`src/rtl/mips_pipe_pkg.sv`:
```
// Shared fetch-stage constants and state encoding for the MIPS pipeline slice.
package mips_pipe_pkg;

  localparam int PC_W = 32;
  localparam logic [PC_W-1:0] RESET_PC_DEF = 32'h0000_0000;
  localparam logic [PC_W-1:0] PC_INC_DEF   = 32'd4;

  typedef enum logic [1:0] {
    BOOT      = 2'd0,
    RUN       = 2'd1,
    HOLD_PEND = 2'd2
  } fetch_state_t;

endpackage

```
`src/rtl/fetch_redirect_latch.sv`:
```
// Holds one branch target resolved while fetch is stalled, until the next advance consumes it.
module fetch_redirect_latch
  import mips_pipe_pkg::*;
(
  input  logic            i_clk,
  input  logic            i_rst_n,
  input  logic            i_set,
  input  logic            i_clr,
  input  logic [PC_W-1:0] i_target,
  output logic            o_valid,
  output logic [PC_W-1:0] o_target
);

  logic            r_valid;
  logic [PC_W-1:0] r_target;

  always_ff @(posedge i_clk) begin
    if (!i_rst_n) begin
      r_valid  <= 1'b0;
      r_target <= '0;
    end else if (i_clr) begin
      r_valid  <= 1'b0;
    end else if (i_set) begin
      r_valid  <= 1'b1;
      r_target <= i_target;
    end
  end

  assign o_valid  = r_valid;
  assign o_target = r_target;

endmodule

```
`src/rtl/pc_fetch_stage.sv`:
```
// PC/nPC sequencer with MIPS delayed branching, stall hold and a pending-redirect latch.
// Optional performance counters are enabled by defining FETCH_PERF_CNT_EN.
//
//   state     | meaning
//   BOOT      | first cycle after reset; PC/NPC held, IF_VALID rises on exit
//   RUN       | normal fetch; advances on LE, accepts one redirect per delay window
//   HOLD_PEND | stalled with a captured redirect waiting for the next advance
module pc_fetch_stage
  import mips_pipe_pkg::*;
#(
  parameter logic [PC_W-1:0] RESET_PC = RESET_PC_DEF,
  parameter logic [PC_W-1:0] PC_INC   = PC_INC_DEF
) (
  input  logic            Clk,
  input  logic            Reset,
  input  logic            LE,
  input  logic            BR_TAKEN,
  input  logic [PC_W-1:0] BR_TARGET,
  output logic [PC_W-1:0] PC,
  output logic [PC_W-1:0] NPC,
  output logic            IF_VALID
`ifdef FETCH_PERF_CNT_EN
  ,
  output logic [31:0]     FETCH_CNT,
  output logic [31:0]     STALL_CNT,
  output logic [15:0]     DROP_CNT
`endif
);

  fetch_state_t    r_state;
  logic [PC_W-1:0] r_pc;
  logic [PC_W-1:0] r_npc;
  logic            r_valid;
  logic            r_in_slot;

  logic [PC_W-1:0] w_target;
  logic            w_accept;
  logic            w_capture;
  logic            w_pend_clr;
  logic            w_pend_valid;
  logic [PC_W-1:0] w_pend_target;

  assign w_target   = BR_TARGET & ~32'h3;
  // r_in_slot blocks a second redirect until the delay-slot advance has happened
  assign w_accept   = (r_state == RUN) && LE && BR_TAKEN && !r_in_slot;
  assign w_capture  = (r_state == RUN) && !LE && BR_TAKEN && !r_in_slot;
  assign w_pend_clr = (r_state == HOLD_PEND) && LE;

  fetch_redirect_latch u_latch (
    .i_clk    (Clk),
    .i_rst_n  (Reset),
    .i_set    (w_capture),
    .i_clr    (w_pend_clr),
    .i_target (w_target),
    .o_valid  (w_pend_valid),
    .o_target (w_pend_target)
  );

  always_ff @(posedge Clk) begin
    if (!Reset) begin
      r_state   <= BOOT;
      r_pc      <= RESET_PC;
      r_npc     <= RESET_PC + PC_INC;
      r_valid   <= 1'b0;
      r_in_slot <= 1'b0;
    end else begin
      case (r_state)
        BOOT: begin
          r_valid <= 1'b1;
          r_state <= RUN;
        end
        RUN: begin
          if (LE) begin
            r_pc      <= r_npc;
            r_npc     <= w_accept ? w_target : r_npc + PC_INC;
            r_in_slot <= w_accept;
          end else if (w_capture) begin
            r_state <= HOLD_PEND;
          end
        end
        HOLD_PEND: begin
          if (LE) begin
            r_pc      <= r_npc;
            r_npc     <= w_pend_valid ? w_pend_target : r_npc + PC_INC;
            r_in_slot <= 1'b1;
            r_state   <= RUN;
          end
        end
        default: r_state <= BOOT;
      endcase
    end
  end

  assign PC       = r_pc;
  assign NPC      = r_npc;
  assign IF_VALID = r_valid;

`ifdef FETCH_PERF_CNT_EN
  logic [31:0] r_fetch_cnt;
  logic [31:0] r_stall_cnt;
  logic [15:0] r_drop_cnt;
  logic        w_active;

  assign w_active = (r_state != BOOT);

  always_ff @(posedge Clk) begin
    if (!Reset) begin
      r_fetch_cnt <= '0;
      r_stall_cnt <= '0;
      r_drop_cnt  <= '0;
    end else begin
      if (w_active && LE)  r_fetch_cnt <= r_fetch_cnt + 32'd1;
      if (w_active && !LE) r_stall_cnt <= r_stall_cnt + 32'd1;
      if (BR_TAKEN && !w_accept && !w_capture) r_drop_cnt <= r_drop_cnt + 16'd1;
    end
  end

  assign FETCH_CNT = r_fetch_cnt;
  assign STALL_CNT = r_stall_cnt;
  assign DROP_CNT  = r_drop_cnt;
`endif

endmodule

```
`config.mk`:
```
export PLATFORM = sky130hd
export DESIGN_NAME = pc_fetch_stage
export DESIGN_NICKNAME = d
export VERILOG_FILES = /design/src/rtl/mips_pipe_pkg.sv /design/src/rtl/fetch_redirect_latch.sv /design/src/rtl/pc_fetch_stage.sv
export SDC_FILE = /design/constraint.sdc
export NUM_CORES = 1
export LEC_CHECK = 0
export CORE_MARGIN = 2
export CORE_UTILIZATION = 45
export DETAILED_ROUTE_END_ITERATION = 10
export GPL_TIMING_DRIVEN = 0
export PLACE_DENSITY = 0.74
export REMOVE_ABC_BUFFERS = 1
export SETUP_SLACK_MARGIN = 0.3
export SLEW_MARGIN = 10
export SYNTH_ARGS = -nofsm -noshare
export SYNTH_HDL_FRONTEND = slang
export SYNTH_SLANG_ARGS = --single-unit
```
`constraint.sdc`:
```
create_clock -name Clk -period 1.9 [get_ports Clk]
set_input_delay 0.38 -clock Clk [delete_from_list [all_inputs] [get_ports Clk]]
set_output_delay 0.38 -clock Clk [all_outputs]
set_load 0.005 [all_outputs]
```
======== Word-level counts from Yosys, hierarchy flattened ========
Cells that the tools add are included.
word-level totals
  register bits ........................... 99
  input bits .............................. 36
  logic and storage cells ................. 45
cells by class
  $add $sub $neg .......................... 1
  eq/ne operators ......................... 6
  multiplexer cells ....................... 12
  bitwise operators ....................... 2
  reductions and logical operators ........ 17
operators by type and width
  kind                                                   count
  2-to-1 mux 32 bit                                      4
  one-hot mux 32 bit (2 select lines)                    1
  adder 32 x 3 -> 32 bit, second input constant          1
  logical AND 1 bit                                      7
  2-to-1 mux 2 bit                                       3
  inequality test 2 bit, second input constant           3
  one-hot mux 2 bit (3 select lines)                     1
  AND reduction 3 bit                                    2
  AND reduction 2 bit                                    2
  OR reduction 2 bit                                     2
  == test 2 x 1 -> 1 bit, second input constant          1
  == test 2 bit, second input constant                   1
  logical NOT 1 bit                                      2
  logical NOT 2 bit                                      1
  2-to-1 mux 1 bit                                       2
  inequality test 2 x 1 -> 1 bit, second input constant  1
  NOT 1 bit                                              2
  one-hot mux 1 bit (2 select lines)                     1
  nonzero test 2 bit                                     1

======== Depth between registers and ports, before layout ========
  depth after elaboration ................. 7
  depth in mapped cells ................... 9
  gate-level depth less buffers ........... 7

======== Cells and area by module ========
A second synthesis with hierarchy kept.
second synthesis, totals
  cell total of the unflattened synthesis .. 586
  area total of the unflattened synthesis .. 5,081.1 um^2
modules (own cells, without submodules)
  module                instances  cells each  area an instance (um^2)  seq. area each (um^2)
  pc_fetch_stage        1          443         3,727.3                  1,361.3
  fetch_redirect_latch  1          143         1,353.8                  660.6

======== Worst setup path before layout ========
Ideal clock, no wire load.
  path kind ............................... register -> register
  from .................................... register r_state[1]
  to ...................................... register r_npc[10], in the netlist NPC[10]
  setup time .............................. 120 ps
  arrival time ............................ 1,815 ps
  slack ................................... -35 ps
  cell stages (with the launch flop) ...... 10
  path buffers ............................ 3
  clock period less this slack ............ 1,935 ps
  cell sequence ........................... dfxtp_1 inv_1 ha_1 clkbuf_1 nand4b_1 buf_2 buf_1 a31oi_1 a211oi_1 nor2_1
between the ends
  word-level cells in the longest chain between the ends .. 7
  elaborated cells on any way between the ends .. 12
  those cells by class .................... eq/ne (4); mux (3); reduce/logical (5)
ends and longest elaborated chain
  item                                 RTL line                                    text
  start: declaration                   pc_fetch_stage.sv:30                        fetch_state_t r_state;
  start signal: assignment             pc_fetch_stage.sv:61                        r_state <= BOOT;
  start signal: assignment             pc_fetch_stage.sv:70                        r_state <= RUN;
  start signal: assignment             pc_fetch_stage.sv:78                        r_state <= HOLD_PEND;
  == test 2 x 1 -> 1 bit               pc_fetch_stage.sv:45, pc_fetch_stage.sv:67
  logical AND 1 bit (3 in series)      pc_fetch_stage.sv:45                        assign w_accept = (r_state == RUN) && LE && BR_TAKEN && !r_in_slot;
  2-to-1 mux 32 bit                    pc_fetch_stage.sv:75                        r_npc <= w_accept ? w_target : r_npc + PC_INC;
  2-to-1 mux 32 bit                    pc_fetch_stage.sv:73                        if (LE) begin
  one-hot mux 32 bit (2 select lines)  pc_fetch_stage.sv:67                        case (r_state)
  end signal: assignment               pc_fetch_stage.sv:63                        r_npc <= RESET_PC + PC_INC;
  end signal: assignment               pc_fetch_stage.sv:75
  end signal: assignment               pc_fetch_stage.sv:84                        r_npc <= w_pend_valid ? w_pend_target : r_npc + PC_INC;
  end: declaration                     pc_fetch_stage.sv:32                        logic [PC_W-1:0] r_npc;
Parallel ways exist; a longest one is shown, timed or not. The select of a mux whose other input is x is not followed.
A chain may end at the register's enable or synchronous reset.

======== Worst setup path after layout ========
  from .................................... register r_npc[2], in the netlist NPC[2]
  to ...................................... register r_npc[31], in the netlist NPC[31]
between the ends
  word-level cells in the longest chain between the ends .. 4
  elaborated cells on any way between the ends .. 6
  those cells by class .................... add/sub (1); mux (5)
ends and longest elaborated chain
  item                                         RTL line
  adder 32 x 3 -> 32 bit (*)                   pc_fetch_stage.sv:75, pc_fetch_stage.sv:84
  2-to-1 mux 32 bit, on equally long branches  pc_fetch_stage.sv:84, pc_fetch_stage.sv:75
  2-to-1 mux 32 bit, on equally long branches  pc_fetch_stage.sv:82, pc_fetch_stage.sv:73
  one-hot mux 32 bit (2 select lines) (*)      pc_fetch_stage.sv:67
Mark *: on every way between the ends. The rest lies on a longest branch, timed or not. The select of a mux whose other input is x is not followed.

==> impl_metrics.csv <==
group,metric,value,unit
run_status,status,"finished, violations left",
run_status,violations,"negative setup slack",
global_routing,grt_pass1_wl,28800,um
drt,vias,6364,
sta,max_slew.worst_pin.slew,0.668,ns
critical_path,critPathMaxFanout,7,
synth,synth_area_leaders,"dfxtp_1 (39%), nand2_1 (10%), a21oi_1 (9.2%), o21ai_0 (4.4%), clkbuf_1 (3.4%)",
global_routing,grt_pass1_vias,5512,
synth,synth.top_cell.area_share,39.0,%
place,gp_congestion,0.871,
cts,numCtsBuffers,9,
cells_and_area,drive_gt1_share,37.0,%
cells_and_area,seqCellArea,0.00204,mm^2
critical_path,cp.required,2.18,ns
cts,h-tree-depth,3,
global_routing,grt_start_max_net_pins,78,
cts,path_clk_slew,0.10,ns
die,rows,37,
critical_path,crit_family,"simple AND/OR/NAND/NOR gates",
job,maxCapViolations,0,
cts,cts_root_buf,"clkbuf_8",
power,p_leak,3.59,nW
sta,hold_slack,0.454,ns
critical_path,critPathKind,"register to register",
synth,synth_top_cell_by_area,"dfxtp_1",
sta,setup_viol,5,
die,ioPinCount,101,
power,peakVddDrop,1130,uV
synth,syn_area_per_cell,7.61,um^2
cells_and_area,diodes,0,
hold_path,hold_class,"register to register",
power,power.switching,0.00355,W
cts,cts_tree,"built",
sta,worst_slack,-0.107,ns
power,power.internal,0.00499,W
cells_and_area,fill_cells,642,
place,post_dp_cell_area,0.00581,mm^2
cts,ctsHoldBuffers,0,
power,powerDensity,1070,mW/mm^2
sta,slew_headroom,55.3,%
synth,ys.flop_type,"dfxtp_1",
place,pre_cts_ws,-1.76,ns
synth,async_flop_share,0,%
cts,cts_buffer_depth,2,
die,dieArea,0.0117,mm^2
global_routing,grt-ovfl-total,0,
drt,avgViaCountPerCell,6.74,
cells_and_area,final_core_util,76.3,%
cells_and_area,nNetsFinal,844,
drt,drtPass1Iterations,7,
critical_path,cp.arrival,2.28,ns
sta,clock_skew,0.0201,ns
critical_path,crit_path_end_kind,"register",
cts,cts.sinks,95,
drt,drc,0,
drt,routedWlPerCell,24.0,um
drt,drt_iter0_markers,938,
power,seqPwrFrac,32.8,%
cells_and_area,fin_area,0.00795,mm^2
global_routing,antenna_found_initial,0,
place,port_buffers,94,
cts,clk_latency,0.40,ns
synth,synth_seq_area_share,39.0,%
critical_path,crit_chain,"nand4_1 -> buf_6 -> or4_4 -> nor4_4 -> mux2i_1 -> a21oi_1",
sta,final.period_utilization,106,%
critical_path,cp_slowest_cell,"or4_4",
synth,synth_edf_count,0,
power,clockPowerShare,17.1,%
drt,totalWireLength,22600,um
sta,rsz0062_at_grt,"yes",
synth,synth-seq-cells,95,
synth,synth_warnings,0,
sta,hold_viol,0,
cells_and_area,multi_input_area,0.00342,mm^2
synth,yosysUniqueCellTypes,66,
cells_and_area,synthToLayoutAreaGrowth,63.1,%
die,core,0.0104,mm^2
critical_path,crit_buf_inv,1,
sta,min_period,2.01,ns
die,dieWidth,108,um
place,hpwl,9700,um
synth,netlist_area,0.00487,mm^2
synth,synthCells,640,
die,start_util,46.8,%
sta,max_freq,0.498,GHz
global_routing,track_usage,32.1,%
power,switching_share,41.5,%
critical_path,slowest_delay,0.56,ns
drt,postRouteAntennaNets,0,
die,fp.dieH,108,um
critical_path,crit_path_start_kind,"register",
power,combPwrFrac,50.1,%
sta,maxSlewViolCount,0,
sta,finalSetupTns,-0.265,ns
-- state kept, by name, summed over array words and instances, names as in the netlist --
| register | count |
|---|---|
| NPC | 30 |
| PC | 30 |
| u_latch.o_target | 30 |
| r_state | 2 |
| IF_VALID | 1 |
| r_in_slot | 1 |
| u_latch.o_valid | 1 |
-- power groups by stage --
stage	registers [W]	clock network, W	logic, W
2_1_floorplan	0.00264	0	0.00129
3_3_place_gp	0.00274	0	0.00218
3_5_place_dp	0.00276	0	0.00231
4_1_cts	0.00275	0.00143	0.00336
5_1_grt	0.00281	0.00156	0.00440
6_report	0.00280	0.00146	0.00427
-- cell families after synthesis --
logic type      count (synthesis)  share of synthesized area (%)
compound gates                214                           27.2
xor+xnor                       10                           1.80
fa+ha+maj                       5                           1.28
buf+inv                        69                           5.96
flops                          95                           39.0
mux                             5                           1.05
other cells                     1                         0.0770
simple gates                  241                           23.6
-- synth_stat cells (2+ instances only) --
master / n
nand3_1: 13
a211oi_1: 7
and3_1: 5
nand4_1: 11
a21oi_1: 90
o22ai_1: 2
a311o_1: 2
a22o_1: 3
o22a_1: 2
a311oi_1: 3
o32a_1: 3
o32ai_1: 2
nor4_4: 2
and2_1: 5
nand2b_1: 5
or3_1: 3
o211ai_1: 8
nand2_1: 136
a31oi_1: 12
buf_4: 4
o21bai_1: 2
o21a_1: 2
mux2i_1: 4
ha_1: 5
o211a_1: 3
a31o_2: 2
clkbuf_1: 44
nor4_2: 2
and4_1: 3
xor2_1: 4
inv_1: 11
nor3_1: 17
a221oi_1: 5
o21ai_0: 43
o221a_2: 5
buf_2: 7
a22oi_1: 3
xnor2_1: 6
a21o_1: 4
dfxtp_1: 95
nor2_1: 28
a41oi_1: 2
o31ai_1: 2
-- layer usage --
layer	vias to the layer above	part of all wire [%]	track usage (%)	routed length [um]
li1	2625	-	-	-
met1	2943	34	39.7	7680
met2	577	44	51.5	9900
met3	219	14	7.41	3060
met4	0	8.8	17.9	2000
met5	-	0	0	0
-- stage by stage --
step	instances	total power, W
floorplan	586	0.00393
global placement	816	0.00491
detailed placement	818	0.00507
CTS	913	0.00754
global route	944	0.00877
finish	944	0.00853
-- cell usage in the layout (no fill, tap or decap), drive strengths merged, types with 4 or more instances in the layout --
cell | Yosys | routed
nor3 | 18 | 18
clkbuf | 44 | 14
a221oi | 5 | 5
ha | 5 | 5
xnor2 | 6 | 6
a21oi | 90 | 90
dlymetal6s2s | 0 | 27
a21o | 4 | 4
nand2 | 136 | 136
dfxtp | 95 | 95
nand3 | 13 | 13
and2 | 5 | 5
nor4 | 5 | 5
a211oi | 7 | 7
o211ai | 8 | 8
a31oi | 12 | 12
clkinvlp | 0 | 4
mux2i | 4 | 4
inv | 11 | 9
nor2 | 29 | 30
o221a | 5 | 5
conb | 1 | 4
clkdlybuf4s50 | 0 | 34
nand4 | 13 | 13
buf | 13 | 105
nand2b | 5 | 7
o21ai | 44 | 44
dlygate4sd2 | 0 | 31
xor2 | 4 | 4
and3 | 5 | 5
-- worst paths after layout --
check             cells past startpoint  slack (ns)                start                   end
setup / recovery                      6       -0.11  NPC[2]$_SDFFE_PN1P_  NPC[31]$_SDFFE_PN0P_
hold / removal                        2        0.45  PC[14]$_SDFFE_PN0P_   PC[14]$_SDFFE_PN0P_
setup reg to reg                      6       -0.11  NPC[2]$_SDFFE_PN1P_  NPC[31]$_SDFFE_PN0P_
hold reg to reg                       2        0.45  PC[14]$_SDFFE_PN0P_   PC[14]$_SDFFE_PN0P_
-- tightest hold or removal path: stages (launching register included) --
cell     delay, ns
dfxtp_2       0.33
nand2_1       0.05
a21oi_1       0.05
-- what timing repair did --
| item | in CTS | in global routing |
|---|---|---|
| setup endpoints to repair | 141 | 123 |
| resized for setup | 201 | 141 |
| pin swaps | 51 | 58 |
| buffers inserted | 75 | 26 |
| gates cloned | 4 | 5 |
-- cell type report --
cell class	count	area share [%]
sequential	95	25.7
multi-input combinational	483	43.0
timing repair inverter	1	0.0945
clock buffer	12	1.95
tap	136	2.14
inverter	12	1.07
clock inverter	4	0.677
timing repair buffer	201	25.4
No activity file was read; power rests on OpenSTA's default activity.
